--- src/rtl/ch0re_pl_ctrl.sv ---
`default_nettype none
// ============================================================================
//  Module   : ch0re_pl_ctrl
//  Purpose  : 5-stage pipeline control: stage enables, flushes, PC select and
//             the illegal-instruction drain/halt/resume trap sequence.
//             Stall counter present only with CH0RE_PL_CTRL_PERF_CNT_EN.
//  Revision : 1.0
// ============================================================================
module ch0re_pl_ctrl #(
    parameter int DRAIN_CYCLES = 3,
    parameter int CNT_W        = 16
) (
    input  logic             clk,
    input  logic             rst,
    input  logic             i_id_valid,
    input  logic             i_id_stall,
    input  logic             i_id_illegal,
    input  logic             i_ex_redirect,
    input  logic             i_mem_busy,
    input  logic             i_resume,
    input  logic             i_cnt_clr,
    output logic             o_if_en,
    output logic             o_id_en,
    output logic             o_ex_en,
    output logic             o_mem_en,
    output logic             o_wb_en,
    output logic             o_if_flush,
    output logic             o_id_flush,
    output logic [1:0]       o_pc_sel,
    output logic             o_halted,
    output logic [CNT_W-1:0] o_stall_cnt
);

    localparam int c_dcnt_w = (DRAIN_CYCLES > 1) ? $clog2(DRAIN_CYCLES) : 1;
    localparam logic [c_dcnt_w-1:0] c_dcnt_init = c_dcnt_w'(DRAIN_CYCLES - 1);

    localparam logic [1:0] c_pc_seq   = 2'd0;
    localparam logic [1:0] c_pc_redir = 2'd1;
    localparam logic [1:0] c_pc_trap  = 2'd2;

    typedef enum logic [1:0] {
        ST_RUN   = 2'd0,
        ST_DRAIN = 2'd1,
        ST_HALT  = 2'd2
    } state_t;

    state_t                r_state;
    state_t                w_state_nxt;
    logic [c_dcnt_w-1:0]   r_dcnt;
    logic [c_dcnt_w-1:0]   w_dcnt_nxt;
    logic                  w_stall_inc;

    always_ff @(posedge clk) begin
        if (rst) begin
            r_state <= ST_RUN;
            r_dcnt  <= '0;
        end else begin
            r_state <= w_state_nxt;
            r_dcnt  <= w_dcnt_nxt;
        end
    end

    always_comb begin
        w_state_nxt = r_state;
        w_dcnt_nxt  = r_dcnt;
        w_stall_inc = 1'b0;
        o_if_en     = 1'b0;
        o_id_en     = 1'b0;
        o_ex_en     = 1'b0;
        o_mem_en    = 1'b0;
        o_wb_en     = 1'b0;
        o_if_flush  = 1'b0;
        o_id_flush  = 1'b0;
        o_pc_sel    = c_pc_seq;
        o_halted    = 1'b0;

        case (r_state)
            ST_RUN: begin
                if (i_mem_busy) begin
                    w_stall_inc = 1'b1;
                end else if (i_ex_redirect) begin
                    {o_if_en, o_id_en, o_ex_en, o_mem_en, o_wb_en} = 5'b11111;
                    {o_if_flush, o_id_flush} = 2'b11;
                    o_pc_sel = c_pc_redir;
                end else if (i_id_valid && i_id_illegal) begin
                    {o_ex_en, o_mem_en, o_wb_en} = 3'b111;
                    o_id_flush  = 1'b1;
                    w_dcnt_nxt  = c_dcnt_init;
                    w_state_nxt = ST_DRAIN;
                end else if (i_id_valid && i_id_stall) begin
                    {o_ex_en, o_mem_en, o_wb_en} = 3'b111;
                    o_id_flush  = 1'b1;
                    w_stall_inc = 1'b1;
                end else begin
                    {o_if_en, o_id_en, o_ex_en, o_mem_en, o_wb_en} = 5'b11111;
                end
            end
            ST_DRAIN: begin
                if (i_mem_busy) begin
                    // full freeze; drain count holds via the defaults
                end else if (i_ex_redirect) begin
                    // the trapping instruction was on the wrong path
                    {o_if_en, o_id_en, o_ex_en, o_mem_en, o_wb_en} = 5'b11111;
                    {o_if_flush, o_id_flush} = 2'b11;
                    o_pc_sel    = c_pc_redir;
                    w_state_nxt = ST_RUN;
                end else begin
                    {o_ex_en, o_mem_en, o_wb_en} = 3'b111;
                    o_id_flush = 1'b1;
                    if (r_dcnt == '0) begin
                        w_state_nxt = ST_HALT;
                    end else begin
                        w_dcnt_nxt = r_dcnt - 1'b1;
                    end
                end
            end
            ST_HALT: begin
                o_halted = 1'b1;
                if (i_resume) begin
                    o_if_en     = 1'b1;
                    o_if_flush  = 1'b1;
                    o_id_flush  = 1'b1;
                    o_pc_sel    = c_pc_trap;
                    w_state_nxt = ST_RUN;
                end
            end
            default: begin
                w_state_nxt = ST_RUN;
            end
        endcase

        if (rst) begin
            {o_if_en, o_id_en, o_ex_en, o_mem_en, o_wb_en} = 5'b00000;
            {o_if_flush, o_id_flush} = 2'b11;
            o_pc_sel = c_pc_seq;
            o_halted = 1'b0;
        end
    end

`ifdef CH0RE_PL_CTRL_PERF_CNT_EN
    logic [CNT_W-1:0] r_stall_cnt;

    always_ff @(posedge clk) begin
        if (rst || i_cnt_clr) begin
            r_stall_cnt <= '0;
        end else if (w_stall_inc && (r_stall_cnt != '1)) begin
            r_stall_cnt <= r_stall_cnt + 1'b1;
        end
    end

    assign o_stall_cnt = rst ? '0 : r_stall_cnt;
`else
    logic w_unused;
    assign w_unused    = ^{i_cnt_clr, w_stall_inc};
    assign o_stall_cnt = '0;
`endif

endmodule
`default_nettype wire

--- config.mk ---
export PLATFORM = sky130hd
export DESIGN_NAME = ch0re_pl_ctrl
export DESIGN_NICKNAME = d
export VERILOG_FILES = /design/src/rtl/ch0re_pl_ctrl.sv
export SDC_FILE = /design/constraint.sdc
export NUM_CORES = 1
export LEC_CHECK = 0
export BUFFER_PORTS_ARGS = -buffer_cell sky130_fd_sc_hd__buf_2
export CAP_MARGIN = 40
export CORE_AREA = 2 2 40 42
export CTS_CLUSTER_SIZE = 28
export DETAILED_ROUTE_END_ITERATION = 6
export DIE_AREA = 0 0 42 44
export PLACE_DENSITY = 0.72
export SYNTH_ARGS = -nofsm -noshare
export SYNTH_HDL_FRONTEND = slang
export SYNTH_SLANG_ARGS = --single-unit
--- constraint.sdc ---
create_clock -name clk -period 1.63 [get_ports clk]
set_input_delay 0.0815 -clock clk [delete_from_list [all_inputs] [get_ports clk]]
set_output_delay 0.0815 -clock clk [all_outputs]
set_load 0.05 [all_outputs]
==> results of run 1 <==
per-layer routing:
metal  part of all wire  vias up
met5                  0        -
met4                  0        0
met3              0.028        0
met2               0.54        9
met1               0.43      198
li1                   -      208
area by class of cell:
cell class                 count  area [sq um]
sequential                     4         81.33
tap                           16         20.02
timing repair buffer          17         85.08
multi-input combinational     49         332.8
inverter                       3         11.26
clock buffer                   3         22.52
fill                         154         865.8
cells in the final DEF, fill, tap and decap left out, drive strengths merged, types with 2 or more instances in the layout:
| cell | instances |
|---|---|
| a211oi | 2 |
| a21oi | 3 |
| and2 | 3 |
| buf | 17 |
| clkbuf | 3 |
| conb | 16 |
| dfxtp | 4 |
| inv | 3 |
| nand3 | 2 |
| nand4b | 2 |
| nor2 | 2 |
| nor2b | 2 |
| nor3 | 3 |
| o21ai | 3 |
| o31ai | 2 |
through the flow:
stage,util,cells,power (mW),area [sq um],setup WS [ps]
finish,0.3898,92,0.4028,553.0,70.82
global route,0.3898,92,0.4202,553.0,9.074
CTS,0.3898,92,0.4103,553.0,66.49
detailed placement,0.3730,89,0.2843,529.3,198.5
global placement,0.3730,89,0.2822,529.3,239.1
floorplan,-,76,0.2863,581.8,54.83
registers in the layout, indices dropped and copies added, names as in the netlist:
signal   flops
r_dcnt       2
r_state      2
worst max-delay path, cell delays in order, from the launching register on:
cell and delay (ps):
dfxtp_1 530, nor2b_4 70, a21oi_1 300, o31ai_2 120
buf_2 230
Yosys cell counts, drive strengths merged (2+ instances only):
library cell	instances
o21ai	3
buf	20
a21oi	3
o31ai	2
inv	3
and2	3
nor2b	2
nand3	2
nand4b	2
a211oi	2
nor2	2
nor3	3
dfxtp	4
power groups by stage:
stage               registers [mW]  clock network [mW]  logic [mW]
CTS                          0.103               0.127       0.180
global route                 0.103               0.128       0.189
global placement             0.104                   0       0.178
floorplan                    0.102                   0       0.184
finish                       0.103               0.120       0.180
detailed placement           0.104                   0       0.180
worst paths after layout:
check | start | end | slack (ps) | cells after the start
worst min register to register | r_dcnt[1] | r_dcnt[1] | 480 | 2
worst min-delay path | rst | r_state[1] | 120 | 2
worst max register to register | r_dcnt[0] | r_dcnt[1] | 400 | 5
worst max-delay path | r_state[0] | o_id_flush | 70 | 4
kinds of logic (layout without fill, tap and decap cells):
logic type,Yosys count,after routing,share of synthesized area
other,1,16,0.007364
buffers and inverters,23,23,0.3317
adders and majority gates,1,1,0.02457
and+or+nand+nor,18,18,0.2899
AOI/OAI and AO/OA,14,14,0.1892
DFF,4,4,0.1573
==> results, run 1 <==
- The starting density of the core is 0.3589.
- The count of final hold-check violations was 0.
- The net switching share of the total power is 0.4762.
- For this design the top-level I/O count stands at 35.
- After synthesis, the cell types taking the most area are buf_4 27%, dfxtp_1 16%, nor2b_4 5.4%.
- The largest buffer count on any clock path is 2.
- The share of synthesized area in the top cell type comes to 0.2654.
- At the end of routability-driven placement, the weighted congestion stood at 0.7312.
- The initial antenna violation count is 0.
- The clock sink total is 4.
- The share of the clock period used by the worst path after layout is 0.9566.
- The average wire length per cell after detail routing is around 11 um.
- The clock transition at the registers of the reported paths is roughly 40 ps.
- The wire length after detailed routing is around 970 um.
- Of the total power, the clock network draws 0.297.
- Synthesis instantiated 28 different standard cells from the library.
- The die is 44 um tall.
- The clock latency reported for the late side of the worst-skew pair is 230 ps.
- The tool flagged a number of max-cap violations equal to 0.
- The maximum level of the CTS H-tree is 1.
- The number of buffers added to fix hold violations after cts is 0.
- In this run the worst hold path is classified as in2reg.
- Across all hold checks on the routed design, the worst slack comes to about 120 ps.
- STA classifies the critical path endpoint as a primary output.
- The number of flops mapped to enable cells by yosys is 0.
- The overall die area is 1848 sq um.
- The met1 usage in global routing is 0.1269.
- The global routing stage identified its most utilized layer as met2.
- The post-route antenna net violation count is 0.
- After layout, the minimum clock period comes to 1559 ps.
- The fraction of registers with async set or reset after synthesis is 0.
- The met2 capacity usage during global routing is 0.1844.
- The post-synthesis sequential area ratio is 0.1572.
- During synthesis, Yosys emitted a total of 0 warnings.
- The cell at the root of the clock tree is clkbuf_4.
- The final count of pins violating max slew is 0.
- The setup-violating endpoint count in the final report is 0.
- For this block, the via count after detailed routing is 415.
- The wire length of the first global-routing pass is 1.552 mm.
- For this run the aggregate overflow at the end of global routing stands at 0.
- The cell row count is 14.
- IR analysis of the VDD net gives a maximum drop of 200.8 uV.
- The clock tree skew after final layout is 0.6364 ps.
- The number of I/O port buffers is 17.
- The design internal power is 0.2110 mW.
- For this run, global-route usage on met3 was measured as 0.004167.
- The largest area contributor in the synthesized netlist is buf_4.
- The number of diodes added for antenna fixing is 0.
- The core area is 1419 sq um.
- In this run the cell area of the synthesized design comes to between 500 and 600 sq um.
- The floorplan die width is roughly 42 um.
- The category of the most critical setup path is reg2out.
- In the global route stage, overall resource usage came out at 0.1076.
- The data required time of the critical path is between 1500 and 2000 ps.
- The per-instance average area after synthesis is between 8 and 9 sq um.
- Of the total power, registers draw 0.255.
- The static leakage is 0.2500 nW.
- The number of setup buffers added after CTS is 0.
- The worst setup path is launched from a flop.
- The flip-flop cell with the highest count after synthesis is dfxtp_1.
- In this run, the number of DRC markers left after iteration 0 of detailed routing was 1.
- At the end of the flow, the number of nets in the layout was 88.
- For this run, the top clock speed supported by timing is 641.4 MHz.
- The synthesis-stage register bit count is 4.
- The detailed-route DRC error count is 0.
- The share of total power dissipated in combinational logic is 0.448.
- The TritonCTS clock tree is done.
- Setup repair after global routing left no endpoint under its margin.
- The largest driver fanout on the critical path is 10.
- Gates resized during post-CTS repair numbered 1.
- The number of CTS-inserted buffers is 3.
- Detailed placement ended at an HPWL of 799.3 um.
- The cell count after synthesis came out at 61.
- The fraction of layout cells with a size suffix above 1 is 0.4079.
- Data arrives at the worst endpoint at 1480 ps.
- For this design the total switching power over the nets is 0.1918 mW.
- The pin count of the biggest net entering global routing is 11.
- In the final timing run, aggregate negative setup slack is 0 ps.
- Dividing the detail-routed via count by the number of cells gives 4.511.
- The power per cell area is 728.4 nW/um^2.
- The number of global-route vias before repair is approximately 360.
- The run finished with clean final reports.
- The area growth from synthesis to layout is 8.600%.
- The number of detailed-route iterations in the first pass is 2.
Note: power is estimated with default switching activity, not from simulation.
==> inputs of run 2 (changes only) <==
--- a/constraint.sdc
+++ b/constraint.sdc
@@ -3,2 +3,2 @@
 set_output_delay 0.0815 -clock clk [all_outputs]
-set_load 0.05 [all_outputs]
+set_load 0.005 [all_outputs]
==> results, run 2 (same netlist as run 1, synthesis figures left out) <==
- The count of vias placed by the detailed router is 405 (-2.4%).
- The data required time of the critical path is 1550 ps (about the same).
- The maximum level of the CTS H-tree is 1 (unchanged).
- The largest registers in the layout are r_dcnt: 2 flops, r_state: 2 flops.
- The startpoint kind of the worst setup timing path is a flop.
- The number of gates resized after CTS is 0 (-1).
- The worst hold slack is 121.3 ps (+1.091 ps).
- The fraction of the core area covered by cells at the end of the flow was 0.3774 (-0.01235).
- The number of detailed-route iterations in the first pass came to 4 (+2).
- The TritonCTS clock tree is done.
- The number of buffers added to fix hold violations after cts came to 0 (unchanged).
- The worst hold path depth was 2 (unchanged).
- The number of nets at the end of the flow is 88 (unchanged).
- The post-route antenna net violation count is 0 (unchanged).
- The power per cell area came to 533.8 nW/um^2 (-27%).
- The fraction of layout cells with a size suffix above 1 is 0.3684 (-0.03947).
- The footprint of the multi-input gates is 316.6 sq um (-4.9%).
- The wire length of the first global-routing pass is 1.352 mm (-13%).
- The pin count of the biggest net entering global routing is 11 (unchanged).
- The placer's final routability congestion estimate was 0.6744 (-7.8%).
- The cell area after placement is 513.0 sq um (-3.1%).
- The proportion of power drawn by the clock network was 0.414 (+0.117).
- The overall die area was 1848 sq um (unchanged).
- The net switching share of the total power came to 0.2689 (-0.2073).
- The clock sink total is 4 (unchanged).
- The number of global-route vias before repair is 330 (-8.8%).
- The core area is 1419 sq um (unchanged).
- The worst setup path is of the reg2out kind.
- The most common cell after layout, fill and taps aside is buf_2.
- The setup-violating endpoint count in the final report is 0 (unchanged).
- The number of buffers added for setup after CTS is 0 (unchanged).
- The wire length after detailed routing is 858 um (-12%).
- The reported max-cap violation count came to 0 (unchanged).
- The floorplan die width is 42 um (unchanged).
- The design internal power is 0.2090 mW (-0.97%).
- The global-route usage over all layers is 0.1000 (-0.007639).
- The maximum vdd drop came to 183.1 uV (-8.8%).
- Relative to the synthesized area, the layout overhead comes to 5.160%.
- The initial antenna violation count is 0 (unchanged).
- Leaving out fill and tap cells, the most frequent cells in the layout are 17 x buf_2, 16 x conb_1, 4 x dfxtp_1.
- The largest driver fanout on the critical path is 9 (-1).
- The clock tree skew after final layout was 1.982 ps (+1.346 ps).
- The clock latency reported for the late side of the worst-skew pair came to 230 ps (about the same).
- The maximum clock rate came to 708.1 MHz (+10%).
- The switching component of the power is 0.07687 mW (-60%).
- The clock transition at the registers of the reported paths came to 40 ps (about the same).
- Setup repair after global routing left no endpoint under its margin.
- The number of I/O port buffers is 17 (unchanged).
- The minimum clock period is 1412 ps (-147.0 ps).
- The final count of pins violating max slew was 0 (unchanged).
- The number of top-level pins is 35 (unchanged).
- The cell at the root of the clock tree is clkbuf_4.
- The post-route standard cell area excluding fillers is 535.5 sq um (-3.2%).
- The static leakage was 0.2490 nW (-0.42%).
- The count of final hold-check violations is 0 (unchanged).
- The largest buffer count on any clock path is 2 (unchanged).
- The run finished with clean final reports.
- The DRC violation total after the first TritonRoute iteration is 2 (+1).
- The starting density of the core is 0.3589 (unchanged).
- The final-layout fill cell count was 157 (+1.9%).
- The share of the clock period used by the worst path after layout is 0.8664 (-0.09016).
- The worst reg2reg path depth is 5 (unchanged).
- The logic gate share of total power was 0.227 (-0.221).
- The overall overflow remaining after global route is 0 (unchanged).
- The path class of the lowest-slack min-delay path is in2reg.
- The area occupied by registers is 80.08 sq um (-1.5%).
- The power share of the sequential group came to 0.358 (+0.103).
- The half-perimeter wire length of the detailed placement result is 721.1 um (-9.8%).
- The number of diodes added for antenna fixing is 0 (unchanged).
- The number of vias per cell after detailed routing is 4.402 (-2.4%).
- The arrival time at the worst endpoint is 1330 ps (-150 ps).
- The average wire length per cell after detail routing is 9.326 um (-12%).
- The kind of end point of the critical path is a primary output.
- The number of CTS-inserted buffers came to 3 (unchanged).
- The die height came to 44 um (unchanged).
- The detailed-route DRC error count is 0 (unchanged).
- The final total negative setup slack is 0 ps (unchanged).
- The cell row count is 14 (unchanged).
==> run 2: changes by cell type in the layout (fill, tap and decap cells not counted) <==
cell and change:
o31ai_1 +2, dfxtp_2 -1, dfxtp_1 +1, nor3_4 -1, nor3_2 +1, o31ai_2 -2
==> run 2: metal layers <==
| layer | up-vias | part of all wire | GRT usage |
|---|---|---|---|
| li1 | 211 | - | - |
| met1 | 180 | 0.41 | 0.1025 |
| met2 | 14 | 0.50 | 0.1656 |
| met3 | 0 | 0.091 | 0.06250 |
| met4 | 0 | 0 | 0.03871 |
| met5 | - | 0 | 0 |
==> run 2: final timing paths <==
| check | from | to | slack (ps) |
|---|---|---|---|
| worst min-delay path | rst | r_dcnt[1] | 120 |
| worst max register to register | r_dcnt[0] | r_dcnt[1] | 430 |
| worst max-delay path | r_state[1] | o_if_en | 220 |
| worst min register to register | r_dcnt[1] | r_dcnt[1] | 470 |
==> run 2: layout make-up <==
cell class | instances | share of cell area
clock buffers | 3 | 0.04206
flip-flops and latches | 4 | 0.1495
well taps | 16 | 0.03738
multi-input cells | 49 | 0.5911
inverters | 3 | 0.02103
repair buffers | 17 | 0.1589
==> run 2: per-stage QoR <==
stage	cells	worst slack [ps]	power (mW)
after floorplan	76	493.3	0.1702
after global placement	89	441.7	0.1675
after detailed placement	89	427.0	0.1684
after CTS	92	202.5	0.2937
after global routing	92	100.2	0.3081
final	92	217.8	0.2858
==> run 2: power groups by stage <==
stage	logic, mW	clock network (mW)	registers (mW)
floorplan	0.0680	0	0.102
detailed placement	0.0645	0	0.104
finish	0.0649	0.118	0.102
CTS	0.0648	0.126	0.102
global placement	0.0635	0	0.104
global route	0.0736	0.132	0.103
==> run 2: worst max-delay path: stages (launching register included) <==
cell     delay (ps)
dfxtp_1         490
nor2b_4         230
and2b_4         160
a22o_1          120
buf_2           100
==> inputs of run 3 (changes only) <==
ABC_AREA = 1   (was default)
CORE_AREA = 2 2 39 41   (was 2 2 40 42)
DIE_AREA = 0 0 41 43   (was 0 0 42 44)
PLACE_DENSITY = 0.73   (was 0.72)
==> results, run 3 <==
- The clock transition at the registers of the reported paths was 40 ps (about the same).
- The category of the most critical setup path is reg2out.
- The DRC violation total after the first TritonRoute iteration came to 6 (+4).
- The core area is 1384 sq um (-2.5%).
- The number of top-level pins came to 35 (unchanged).
- The number of gates resized after CTS was 0 (unchanged).
- The clock latency reported for the late side of the worst-skew pair came to 230 ps (about the same).
- The final count of pins violating max slew is 0 (unchanged).
- The arrival time at the worst endpoint was 1270 ps (-60 ps).
- The pin count of the biggest net entering global routing is 9 (-2).
- The worst setup margin is 282.2 ps (+64.45 ps).
- The number of flops mapped to enable cells by yosys is 0 (unchanged).
- The number of I/O port buffers is 17 (unchanged).
- The share of the clock period used by the worst path after layout is 0.8269 (-0.03954).
- The setup-violating endpoint count in the final report is 0 (unchanged).
- By area the synthesized netlist is led by buf_4 29%, dfxtp_1 16%, nand2_1 13%.
- The footprint of the multi-input gates was 275.3 sq um (-13%).
- The count of vias placed by the detailed router came to 475 (+17%).
- The maximum vdd drop is 412.9 uV (+130%).
- The worst hold path begins at rst.
- The half-perimeter wire length of the detailed placement result is 736.2 um (+2.1%).
- The initial antenna violation count came to 0 (unchanged).
- The wire length of the first global-routing pass is 1.255 mm (-7.2%).
- By instance count, the leading cell after synthesis is buf_4.
- The per-instance average area after synthesis was 5.726 sq um (-31%).
- The largest buffer count on any clock path is 2 (unchanged).
- The number of nets at the end of the flow is 113 (+28%).
- The starting density of the core came to 0.3517 (-0.007188).
- Compared with the post-synthesis result, the final layout area differs by 8.483%.
- The post-route antenna net violation count was 0 (unchanged).
- The overall overflow remaining after global route was 0 (unchanged).
- The start point of the critical path is r_state[1].
- The placer's final routability congestion estimate is 0.7331 (+8.7%).
- The global-route usage over all layers is 0.1034 (+0.003414).
- The cell row count is 14 (unchanged).
- The number of buffers added to fix hold violations after cts is 0 (unchanged).
- The die height is 43 um (-2.3%).
- The area occupied by registers came to 80.08 sq um (unchanged).
- The maximum clock rate is 742.0 MHz (+4.8%).
- The overall die area is 1763 sq um (-4.6%).
- In the synthesized netlist the dominant register cell turns out to be dfxtp_1.
- The synthesis-stage register bit count is 4 (unchanged).
- The run finished with clean final reports.
- The final total negative setup slack is 0 ps (unchanged).
- The fraction of layout cells with a size suffix above 1 was 0.1980 (-0.1704).
- The largest area contributor in the synthesized netlist is buf_4.
- The number of cells produced by synthesis is 85 (+39%).
- The cell at the root of the clock tree is clkbuf_4.
- The minimum clock period came to 1348 ps (-64.45 ps).
- The wire length after detailed routing is 853 um (-0.58%).
- The fraction of registers with async set or reset after synthesis is 0 (unchanged).
- The count of final hold-check violations was 0 (unchanged).
- The worst setup path is captured at a primary output.
- In the synthesized netlist, the cells that appear most often are 19 x buf_4, 17 x nand2_1, 16 x nor2_1.
- TritonCTS built the clock tree.
- The number of buffers added for setup after CTS came to 0 (unchanged).
- The cell total after placement is 114 (+28%).
- The average wire length per cell after detail routing was 7.291 um (-22%).
- The worst hold slack was 113.3 ps (-7.984 ps).
- The data required time of the critical path is 1550 ps (about the same).
- The number of cells in the finished layout apart from fillers came to 117 (+27%).
- The detailed-route DRC error count is 0 (unchanged).
- The area of the mapped netlist is 486.7 sq um (-4.4%).
- The reported max-cap violation count is 0 (unchanged).
- The floorplan die width is 41 um (-2.4%).
- The number of diodes added for antenna fixing was 0 (unchanged).
- The post-route standard cell area excluding fillers is 528.0 sq um (-1.4%).
- The number of detailed-route iterations in the first pass came to 4 (unchanged).
- The number of global-route vias before repair came to 363 (+10%).
- The largest driver fanout on the critical path was 4 (-5).
- The largest registers in the layout are r_dcnt: 2 flops, r_state: 2 flops.
- The maximum level of the CTS H-tree was 1 (unchanged).
- The number of CTS-inserted buffers is 3 (unchanged).
- The fraction of the core area covered by cells at the end of the flow came to 0.3816 (+0.004130).
- The clock sink total is 4 (unchanged).
- The power per cell area is 577.5 nW/um^2 (+8.2%).
- Setup repair after global routing left no endpoint under its margin.
- The overall power consumption came to 0.3049 mW (+6.7%).
- The tightest min-delay check is of the in2reg type.
- The clock tree skew after final layout was 1.713 ps (-0.2689 ps).
- The worst register-to-register path begins at r_dcnt[0].
- The count of synthesis-stage warnings from yosys is 0 (unchanged).
- The number of distinct library cells after synthesis came to 13 (-54%).
- The area share of the leading cell type in the synthesized netlist is 0.2931 (+0.02770).
- The placement-stage worst setup slack is 413.7 ps (-13.29 ps).
- The final-layout fill cell count is 156 (-0.64%).
- The post-synthesis sequential area ratio is 0.1645 (+0.007276).
- The cell area after placement came to 505.5 sq um (-1.5%).
- The static leakage is 0.3222 nW (+29%).
- In the layout the commonest cells are 17 x nand2_1, 17 x buf_2, 16 x nor2_1, 16 x conb_1, 12 x inv_1.
- The number of vias per cell after detailed routing was 4.060 (-7.8%).
- The startpoint kind of the worst setup timing path is a flop.
==> run 3: cell count changes in the layout (fill, tap and decap cells not counted), sizes merged, moves of 3 or more <==
cell and change:
nand2 +17, nor2 +14, inv +9, nand3 +4, and2 -3
==> run 3: area by class of cell <==
class / instances / area share
Clock buffer: 3 / 0.04265
Sequential cell: 4 / 0.1517
Timing Repair Buffer: 17 / 0.1611
Tap cell: 16 / 0.03791
Multi-Input combinational cell: 65 / 0.5213
Inverter: 12 / 0.08531
==> run 3: worst max-delay path: stages (launching register included) <==
cell,delay (ps)
dfxtp_1,320
inv_1,110
nand2_1,100
nor2_1,130
nand2_1,80
a31oi_1,160
buf_2,130
==> run 3: cells by family (layout without fill, tap and decap cells) <==
logic type      Yosys count  count (layout)  share of synthesized area
compound gates            7               7                    0.07970
simple gates             41              41                     0.3368
fa+ha+maj                 1               1                    0.02570
buf+inv                  31              32                     0.3856
flops                     4               4                     0.1645
other cells               1              16                   0.007705
==> run 3: path summary, 6_finish.rpt <==
| kind | slack, ps | to | cells after the start |
|---|---|---|---|
| worst min register to register | 500 | r_dcnt[1] | 2 |
| worst max-delay path | 280 | o_if_en | 6 |
| worst max register to register | 420 | r_dcnt[0] | 8 |
| worst min-delay path | 110 | r_state[1] | 2 |
==> run 3: layer usage <==
layer | global-route usage | share of wire | vias up | wire, um
met5 | 0 | 0 | - | 0
met3 | 0.04712 | 0.094 | 0 | 80
met2 | 0.1625 | 0.49 | 18 | 414
met4 | 0.04000 | 0 | 0 | 0
li1 | - | - | 258 | -
met1 | 0.1158 | 0.42 | 199 | 358
==> run 3: report_power, final <==
part / total, mW / switching [mW] / internal (mW) / leakage [nW]
Sequential: 0.106 / 0.00410 / 0.102 / 0.0325
Clock: 0.119 / 0.0372 / 0.0821 / 0.0138
Combinational: 0.0792 / 0.0492 / 0.0300 / 0.276
